## src/rtl/fifo_pkg.sv

```systemverilog
// rtl/fifo_pkg.sv - shared constants and sizing helpers for sync_fifo_prog
package fifo_pkg;

  localparam int DEFAULT_WIDTH = 4;
  localparam int DEFAULT_DEPTH = 16;

  // Occupancy needs one extra bit so that a full FIFO (count == DEPTH) is representable
  function automatic int cnt_w(input int depth);
    return $clog2(depth) + 1;
  endfunction

  function automatic int ptr_w(input int depth);
    return $clog2(depth);
  endfunction

  typedef logic [ptr_w(DEFAULT_DEPTH)-1:0] ptr_t;
  typedef logic [cnt_w(DEFAULT_DEPTH)-1:0] cnt_t;

endpackage

```

## src/rtl/fifo_mem.sv

```systemverilog
// rtl/fifo_mem.sv - WIDTH x DEPTH dual-port register array; registered read, or
// fall-through read with a hold register when FIFO_FWFT_EN is defined
module fifo_mem
  import fifo_pkg::*;
#(
  parameter int WIDTH = DEFAULT_WIDTH,
  parameter int DEPTH = DEFAULT_DEPTH
) (
  input  logic                     clk,
  input  logic                     rst,
  input  logic                     we,
  input  logic [ptr_w(DEPTH)-1:0]  waddr,
  input  logic [WIDTH-1:0]         wdata,
  input  logic                     re,
  input  logic [ptr_w(DEPTH)-1:0]  raddr,
  output logic [WIDTH-1:0]         rdata
);

  logic [WIDTH-1:0] r_mem [DEPTH];
  logic [WIDTH-1:0] r_rdata;

  always_ff @(posedge clk) begin
    if (we) begin
      r_mem[waddr] <= wdata;
    end
  end

  // Holds the last word read (or presented, in fall-through mode) while re is low
  always_ff @(posedge clk) begin
    if (rst) begin
      r_rdata <= '0;
    end else if (re) begin
      r_rdata <= r_mem[raddr];
    end
  end

`ifdef FIFO_FWFT_EN
  assign rdata = re ? r_mem[raddr] : r_rdata;
`else
  assign rdata = r_rdata;
`endif

endmodule

```

## src/rtl/sync_fifo_prog.sv

```systemverilog
// rtl/sync_fifo_prog.sv - synchronous FIFO with programmable almost-full/empty thresholds
// and overflow/underflow pulses; FIFO_FWFT_EN selects first-word fall-through reads
module sync_fifo_prog
  import fifo_pkg::*;
#(
  parameter int WIDTH = DEFAULT_WIDTH,
  parameter int DEPTH = DEFAULT_DEPTH,
  parameter int CNT_W = cnt_w(DEPTH)
) (
  input  logic             clk,
  input  logic             rst,
  input  logic             wr_en,
  input  logic [WIDTH-1:0] data_in,
  input  logic             rd_en,
  output logic [WIDTH-1:0] data_out,
  input  logic [CNT_W-1:0] af_thresh,
  input  logic [CNT_W-1:0] ae_thresh,
  output logic             full,
  output logic             empty,
  output logic             almost_full,
  output logic             almost_empty,
  output logic [CNT_W-1:0] fifo_counter,
  output logic             overflow,
  output logic             underflow
);

  localparam int PTR_W = ptr_w(DEPTH);

  logic [PTR_W-1:0] r_wr_ptr;
  logic [PTR_W-1:0] r_rd_ptr;
  logic [CNT_W-1:0] r_count;
  logic             r_overflow;
  logic             r_underflow;

  logic             w_full;
  logic             w_empty;
  logic             w_rd_ok;
  logic             w_wr_ok;
  logic             w_re;
  logic [WIDTH-1:0] w_rdata;

  assign w_empty = (r_count == '0);
  assign w_full  = (r_count == CNT_W'(DEPTH));
  assign w_rd_ok = rd_en && !w_empty;
  // A full FIFO still takes a write when the head is popped in the same cycle
  assign w_wr_ok = wr_en && (!w_full || w_rd_ok);

  always_ff @(posedge clk) begin
    if (rst) begin
      r_wr_ptr    <= '0;
      r_rd_ptr    <= '0;
      r_count     <= '0;
      r_overflow  <= 1'b0;
      r_underflow <= 1'b0;
    end else begin
      if (w_wr_ok) begin
        r_wr_ptr <= r_wr_ptr + PTR_W'(1);
      end
      if (w_rd_ok) begin
        r_rd_ptr <= r_rd_ptr + PTR_W'(1);
      end
      case ({w_wr_ok, w_rd_ok})
        2'b10:   r_count <= r_count + CNT_W'(1);
        2'b01:   r_count <= r_count - CNT_W'(1);
        default: r_count <= r_count;
      endcase
      r_overflow  <= wr_en && !w_wr_ok;
      r_underflow <= rd_en && !w_rd_ok;
    end
  end

`ifdef FIFO_FWFT_EN
  assign w_re = !w_empty;
`else
  assign w_re = w_rd_ok;
`endif

  fifo_mem #(
    .WIDTH (WIDTH),
    .DEPTH (DEPTH)
  ) u_mem (
    .clk   (clk),
    .rst   (rst),
    .we    (w_wr_ok),
    .waddr (r_wr_ptr),
    .wdata (data_in),
    .re    (w_re),
    .raddr (r_rd_ptr),
    .rdata (w_rdata)
  );

  assign data_out     = w_rdata;
  assign full         = w_full;
  assign empty        = w_empty;
  assign almost_full  = (r_count >= af_thresh);
  assign almost_empty = (r_count <= ae_thresh);
  assign fifo_counter = r_count;
  assign overflow     = r_overflow;
  assign underflow    = r_underflow;

endmodule

```

## config.mk

```make
export PLATFORM = sky130hd
export DESIGN_NAME = sync_fifo_prog
export DESIGN_NICKNAME = d
export VERILOG_FILES = /design/src/rtl/fifo_pkg.sv /design/src/rtl/fifo_mem.sv /design/src/rtl/sync_fifo_prog.sv
export SDC_FILE = /design/constraint.sdc
export NUM_CORES = 1
export LEC_CHECK = 0
export CORE_UTILIZATION = 35
export CTS_CLUSTER_SIZE = 10
export DETAILED_ROUTE_END_ITERATION = 8
export PLACE_DENSITY_LB_ADDON = 0.3
export SYNTH_ARGS = -nofsm -noshare
export SYNTH_HDL_FRONTEND = slang
export SYNTH_SLANG_ARGS = --single-unit
```

## constraint.sdc

```tcl
create_clock -name clk -period 3.45 [get_ports clk]
set_input_delay 0.5175 -clock clk [delete_from_list [all_inputs] [get_ports clk]]
set_output_delay 0.5175 -clock clk [all_outputs]
set_load 0.1 [all_outputs]
```

==> impl_results.md, run 1 <==
- Final worst-path cycle share: 77.68%
- Initial cell density of the core: 36.13%
- Worst clock skew on the final layout: 8.844 ps
- Number of antenna repair diodes: 0
- Worst path bufs/invs: 3
- Unrepaired setup endpoints after global routing: no
- Count of warnings emitted by yosys: 0
- Die Wd: 105.2 µm
- Number of global-route vias before repair: 2137
- Clock slew at the register clock pins of the worst setup and hold paths: 80 ps
- Synthesis-to-finish area growth: 16.94%
- Hold Worst Slack: 508.8 ps
- Capturing element type of the critical path: primary output
- # Max-Cap Violations: 0
- Die area: 11070 µm²
- Routed wire per std cell: 15.33 µm
- Worst EP required: 2930 ps
- Main area contributors after synthesis: edfxtp_1 52%, dfxtp_1 10%, mux4_2 7.2%
- Overall Power: 3.245 mW
- Filler cell count in the final layout: 954
- Portion of the post-synthesis area used by sequential elements: 61.72%
- CTS tree: yes
- DRT antenna net count: 0
- Routed via count: 2156
- Slew Limit Fails: 0
- Share of the synthesized area in the top cell type: 51.53%
- Final weighted congestion in routability-driven placement: 0.7406
- Length of the first detailed-routing pass in iterations: 4
- Count of buffers from port buffering: 32
- Crit Path Class: in -> out
- H-tree depth: 3
- Gate count of the mapped netlist: 267
- GRT Resource Usage Total: 13.29%
- Static power due to leakage: 1.534 nW
- Number of placement rows: 37
- CTS buffer count: 9
- Kind of cell adding the most delay to the critical path: buffers and inverters
- Post-Syn Area per Cell: 13.97 µm²
- # hold bufs at CTS: 0
- Count of routing violations after the opening detailed-route iteration: 97
- Worst vdd ir: 0.0004670 V
- Sum of routed wire length over all layers: 6.823 mm
- Post-CTS Setup Inserts: 0
- Clock period minus final worst setup slack: 2680 ps
- Worst-path fanout max: 2
- Final setup fails: 0
- Post-CTS sizing: 0
- Pre-CTS setup slack: 601.3 ps
- Number of buffers between clock root and the deepest sink: 2
- Root buffer cell: clkbuf_8
- Outcome: finished, final reports clean
- Fraction of layout instances using a drive strength above 1: 13.59%
- Count of clock tree sinks: 83
- Final hold violations: 0
- Delay of the slowest cell on the worst path: 460 ps
- Setup ws final: 770.0 ps
- Tightest Pin Transition: 980.4 ps
- Core box area: 10320 µm²
- Global-route wire length before repair: 10.94 mm
- Library cell occupying the most area in the post-synthesis netlist: edfxtp_1
- Netlist Area Pre-Place: 3730 µm²
- Total Nets Final: 341
- P per Cell Area: 743.9 nW/µm²
- Final HPWL from detailed placement: 4.729 mm
- Tightest slew margin relative to the limit: 34.44%
- Later-pin clock latency in the skew report: 350 ps
- Accumulated negative setup slack: 0 ps
- Cells along the critical path: clkdlybuf4s50_1 > inv_1 > ha_1 > nor2b_1 > o21a_1 > o21ai_0 > nand2_1 > o211ai_1 > buf_12
- Synth cell types: 38
- Critical-path top delay cell: clkdlybuf4s50_1
- GRT overflow: 0
- Number of nets in the synthesized netlist: 304
- Crit start category: primary input
- Post-synthesis register bit count: 83
- Pin count of the biggest net entering global routing: 23
- Maximum achievable frequency: 0.3731 GHz
- Number of I/O pins: 33
- DRC errors left: 0
- Post-DR vias/cell: 4.845
- Arrival time of the worst setup path: 2160 ps
- Die Ht: 105.2 µm
- Classification of the worst-slack hold path: reg -> reg
- Antenna violations before repair: 0
-- sequential cells by signal, summed over array words and instances, names as in the netlist --
signal	count
r_rd_ptr	4
u_mem.rdata	4
fifo_counter	5
r_wr_ptr	4
u_mem.r_mem	64
overflow	1
underflow	1
-- Yosys cell counts (all sizes together) --
| library cell | n |
|---|---|
| clkbuf | 2 |
| inv | 16 |
| nor2b | 5 |
| nand2 | 15 |
| nor3 | 6 |
| edfxtp | 64 |
| a21o | 2 |
| o21ai | 2 |
| buf | 6 |
| o221ai | 4 |
| fa | 1 |
| a21oi | 14 |
| xnor2 | 4 |
| a31oi | 2 |
| and2 | 1 |
| o21a | 1 |
| nand4 | 2 |
| xor2 | 5 |
| and4 | 1 |
| nand2b | 4 |
| nor4 | 3 |
| dfxtp | 19 |
| ha | 18 |
| a22oi | 4 |
| o211ai | 1 |
| or4 | 1 |
| mux2i | 12 |
| nor2 | 33 |
| a211o | 1 |
| a211oi | 4 |
| dlygate4sd1 | 1 |
| mux4 | 12 |
| or3 | 1 |
-- cells by family after synthesis --
kind of cell               Yosys count  synth area share [%]
adders and majority gates           19                 6.575
buffers and inverters               25                 3.422
and+or+nand+nor                     72                 9.158
muxes                               24                 10.47
xor gates and xnor gates             9                 2.113
AOI/OAI and AO/OA                   35                 6.542
DFF                                 83                 61.72
-- worst min-delay path: stages (launching register included) --
cell      delay, ps
dfxtp_1         320
nor2_1          100
a211oi_1         50
-- worst paths after layout --
| kind | end | slack, ps | depth (start not counted) | startpoint |
|---|---|---|---|---|
| max | almost_empty | 770 | 9 | ae_thresh[1] |
| min | u_mem.rdata[2] | 510 | 2 | u_mem.rdata[2] |
| max reg2reg | fifo_counter[4] | 810 | 8 | fifo_counter[3] |
| min reg2reg | u_mem.rdata[2] | 510 | 2 | u_mem.rdata[2] |
-- placed cells by master, fill, tap and decap left out, drive strengths merged, types with 5 or more instances in the layout --
cell | synthesis | layout
edfxtp | 64 | 64
nor2 | 33 | 33
clkdlybuf4s50 | 0 | 25
dfxtp | 19 | 19
ha | 18 | 18
inv | 16 | 16
nand2 | 15 | 15
a21oi | 14 | 14
mux4 | 12 | 12
mux2i | 12 | 12
clkbuf | 2 | 12
buf | 6 | 10
nor3 | 6 | 6
nor2b | 5 | 5
xor2 | 5 | 5
-- layer usage --
metal	up-vias	part of all wire [%]	GRT usage, %
li1	1058	-	-
met1	1043	47	17.22
met2	43	47	20.49
met3	12	4.5	4.700
met4	0	1.8	4.930
met5	-	0	0
-- area by class of cell --
class	instances	area, µm²	area share, %
inverters	16	60.06	1.377
well taps	136	170.2	3.901
flip-flops and latches	83	2303	52.81
clock buffers	12	135.1	3.098
clock inverters	4	51.30	1.176
repair buffers	35	337.8	7.745
multi-input cells	159	1304	29.89
-- power breakdown --
group | internal [mW] | total, mW | switching, mW | leakage [nW]
registers | 1.15 | 1.27 | 0.125 | 0.734
logic | 0.428 | 1.30 | 0.871 | 0.710
clock network | 0.336 | 0.671 | 0.336 | 0.0906
total | 1.91 | 3.24 | 1.33 | 1.53
-- stage by stage --
step	utilization, %	instance area, µm²	std cells
after floorplan	-	3735	267
after global placement	40.44	4175	429
after detailed placement	40.44	4175	429
after CTS	42.25	4362	445
after global routing	42.25	4362	445
final	42.25	4362	445
Power figures use the tool's default switching activity.
==> inputs of run 2 (changes only) <==
==> constraint.sdc (replaced) <==
create_clock -name clk -period 2.7 [get_ports clk]
set_input_delay 0.405 -clock clk [delete_from_list [all_inputs] [get_ports clk]]
set_output_delay 0.405 -clock clk [all_outputs]
set_load 0.1 [all_outputs]
==> run 2 against run 1 <==
  * Clock power grew 37%
  * Utilization grew 1.4 points
  * Clock-buffer cell count shrank 3
  * Largest cell class unchanged
  * Register-to-register slack lost 400 ps
  * Cell area grew 3.2%
  * Setup slack lost 500 ps
  * Highest routed layer unchanged
  * Combinational power grew 36%
  * Total power grew 32%
  * Sequential cell count is the same
  * Non-clock buffer count grew 13
  * Die area is the same
==> impl_results.md, run 2 (synthesis gave the netlist of run 1 again) <==
- Die area: 11070 µm² (unchanged)
- Hold EP: u_mem.rdata[1]
- Min-Delay Startpoint: u_mem.rdata[1]
- Capturing element type of the critical path: primary output
- Number of I/O pins: 33 (unchanged)
- Number of placement rows: 37 (unchanged)
- Placed cells: 442 (+3.0%)
- DRT antenna net count: 0 (unchanged)
- Arrival time of the worst setup path: 2030 ps (-130 ps)
- Delay of the slowest cell on the worst path: 420 ps (-40 ps)
- Synthesis-to-finish area growth: 20.70%
- Classification of the worst-slack hold path: reg -> reg
- Final setup fails: 0 (unchanged)
- Post-CTS Setup Inserts: 0 (unchanged)
- Initial cell density of the core: 36.13% (unchanged)
- Fraction of layout instances using a drive strength above 1: 22.05% (+8.5 points)
- Routed via count: 2232 (+3.5%)
- Maximum achievable frequency: 0.4111 GHz
- Worst flop-to-flop path endpoint: fifo_counter[4]
- Post-DR vias/cell: 4.873 (+0.59%)
- Die Wd: 105.2 µm (unchanged)
- Count of routing violations after the opening detailed-route iteration: 102 (+5.2%)
- GRT overflow: 0 (unchanged)
- Count of buffers from port buffering: 32 (unchanged)
- Max FFs per register: 64 (unchanged)
- Antenna violations before repair: 0 (unchanged)
- Global-route wire length before repair: 11.51 mm (+5.2%)
- Number of global-route vias before repair: 2272 (+6.3%)
- Worst-path fanout max: 6 (+4)
- DRC errors left: 0 (unchanged)
- # hold bufs at CTS: 0 (unchanged)
- Tightest slew margin relative to the limit: 50.16% (+16 points)
- Non-filler cells in the finished layout: 458 (+2.9%)
- Pin count of the biggest net entering global routing: 23 (unchanged)
- Count of clock tree sinks: 83 (unchanged)
- Post-CTS sizing: 0 (unchanged)
- Root buffer cell: clkbuf_8
- Number of antenna repair diodes: 0 (unchanged)
- P per Cell Area: 950.2 nW/µm² (+28%)
- Cells along the critical path: inv_1 > ha_1 > nand2b_1 > a21oi_1 > nor2b_1 > o21ai_0 > a21oi_4 > buf_12
- Final HPWL from detailed placement: 4.906 mm (+3.7%)
- Number of instances on the worst hold path: 2 (unchanged)
- Static power due to leakage: 1.628 nW (+6.1%)
- Register ranked first by flip-flop count: u_mem.r_mem
- Launching point of the worst reg2reg path: fifo_counter[3]
- Worst vdd ir: 0.0008785 V (+88%)
- Number of buffers between clock root and the deepest sink: 2 (unchanged)
- Commonest non-fill, non-tap cell in the layout: edfxtp_1
- Total Nets Final: 354 (+3.8%)
- Worst clock skew on the final layout: 11.64 ps (+2.798 ps)
- Overall Power: 4.278 mW (+32%)
- Clock slew at the register clock pins of the worst setup and hold paths: 90 ps (about the same)
- Worst R2R Setup Slack: 410 ps (-400 ps)
- Accumulated negative setup slack: 0 ps (unchanged)
- Depth of the worst register-to-register path: 8 (unchanged)
- H-tree depth: 3 (unchanged)
- Unrepaired setup endpoints after global routing: no
- Tightest Pin Transition: 745.3 ps (-235.1 ps)
- Sum of routed wire length over all layers: 7.015 mm (+2.8%)
- Post-layout utilization of the core: 43.61% (+1.4 points)
- GRT Resource Usage Total: 13.88% (+0.59 points)
- Critical-path top delay cell: dfxtp_2
- Clock period minus final worst setup slack: 2432 ps
- Routed wire per std cell: 15.32 µm (-0.10%)
- Later-pin clock latency in the skew report: 350 ps (about the same)
- CTS buffer count: 9 (unchanged)
- CTS tree: yes
- Final weighted congestion in routability-driven placement: 0.7379 (-0.36%)
- Core box area: 10320 µm² (unchanged)
- Slew Limit Fails: 0 (unchanged)
- Outcome: finished, final reports clean
- Worst EP required: 2300 ps (-630 ps)
- Most frequent cells in the layout: 64 x edfxtp_1, 33 x nor2_1, 29 x buf_4
- # Max-Cap Violations: 0 (unchanged)
- Crit Path Class: reg -> out
- Final worst-path cycle share: 90.08%
- Length of the first detailed-routing pass in iterations: 4 (unchanged)
- Crit start category: flip-flop
- Final hold violations: 0 (unchanged)
- Hold Worst Slack: 514.1 ps (+5.298 ps)
- Die Ht: 105.2 µm (unchanged)
==> run 2: cell types whose count changed in the layout (fill, tap and decap cells not counted), sizes merged <==
cell	before	now
buf	10	31
clkbuf	12	9
inv	16	20
clkinvlp	1	2
clkinv	2	0
clkdlybuf4s50	25	17
==> run 2: worst max path at each step <==
| stage | depth (start not counted) | from | slack (ps) | to |
|---|---|---|---|---|
| after detailed placement | 9 | wr_en | 100 | fifo_counter[4] |
| after global placement | 9 | wr_en | 140 | fifo_counter[4] |
| final | 8 | fifo_counter[0] | 270 | almost_full |
| after floorplan | 2 | fifo_counter[4] | 7 | almost_empty |
| after CTS | 8 | fifo_counter[0] | 210 | almost_full |
| after global routing | 9 | ae_thresh[1] | 150 | almost_empty |
==> run 2: per-stage QoR <==
step	setup WS (ps)	area (µm²)
2_1_floorplan	6.972	3765
3_3_place_gp	144.5	4295
3_5_place_dp	98.26	4295
4_1_cts	214.0	4502
5_1_grt	151.4	4502
6_report	267.7	4502
==> run 2: critical path, delay by kind of cell, from the launching register on <==
family                   cells  cell delay [ps]
flip-flops                   1              420
adder cells (fa/ha/maj)      1              270
AND/OR/NAND/NOR              2              190
buffers and inverters        2              290
AO/OA/AOI/OAI                3              510
==> run 2: power by group <==
group	switching, mW	internal (mW)	total (mW)
clock	0.478	0.444	0.921
combinational	1.18	0.589	1.77
sequential	0.107	1.48	1.58
total	1.77	2.51	4.28
==> run 2: metal layers <==
layer  global-route usage (%)  up-vias  part of all wire [%]
li1                         -     1093                     -
met1                    17.57     1075                    44
met2                    23.12       57                    50
met3                    3.463        7                   5.4
met4                    4.829        0                   1.1
met5                        0        -                     0
==> run 2: final cells by class <==
| cell class | instances | area, µm² |
|---|---|---|
| Timing Repair Buffer | 48 | 427.9 |
| Inverter | 16 | 60.06 |
| Tap cell | 136 | 170.2 |
| Fill cell | 936 | 5822 |
| Sequential cell | 83 | 2313 |
| Clock inverter | 7 | 82.58 |
| Multi-Input combinational cell | 159 | 1324 |
| Clock buffer | 9 | 123.9 |
==> inputs of run 3 (changes only) <==
--- a/config.mk
+++ b/config.mk
@@ -8,6 +8,7 @@
 export CORE_UTILIZATION = 35
 export CTS_CLUSTER_SIZE = 10
 export DETAILED_ROUTE_END_ITERATION = 8
+export GPL_ROUTABILITY_DRIVEN = 0
 export PLACE_DENSITY_LB_ADDON = 0.3
 export SYNTH_ARGS = -nofsm -noshare
 export SYNTH_HDL_FRONTEND = slang
==> results of run 3 <==
Final layout, timing and power as in run 2 (identical DEF).
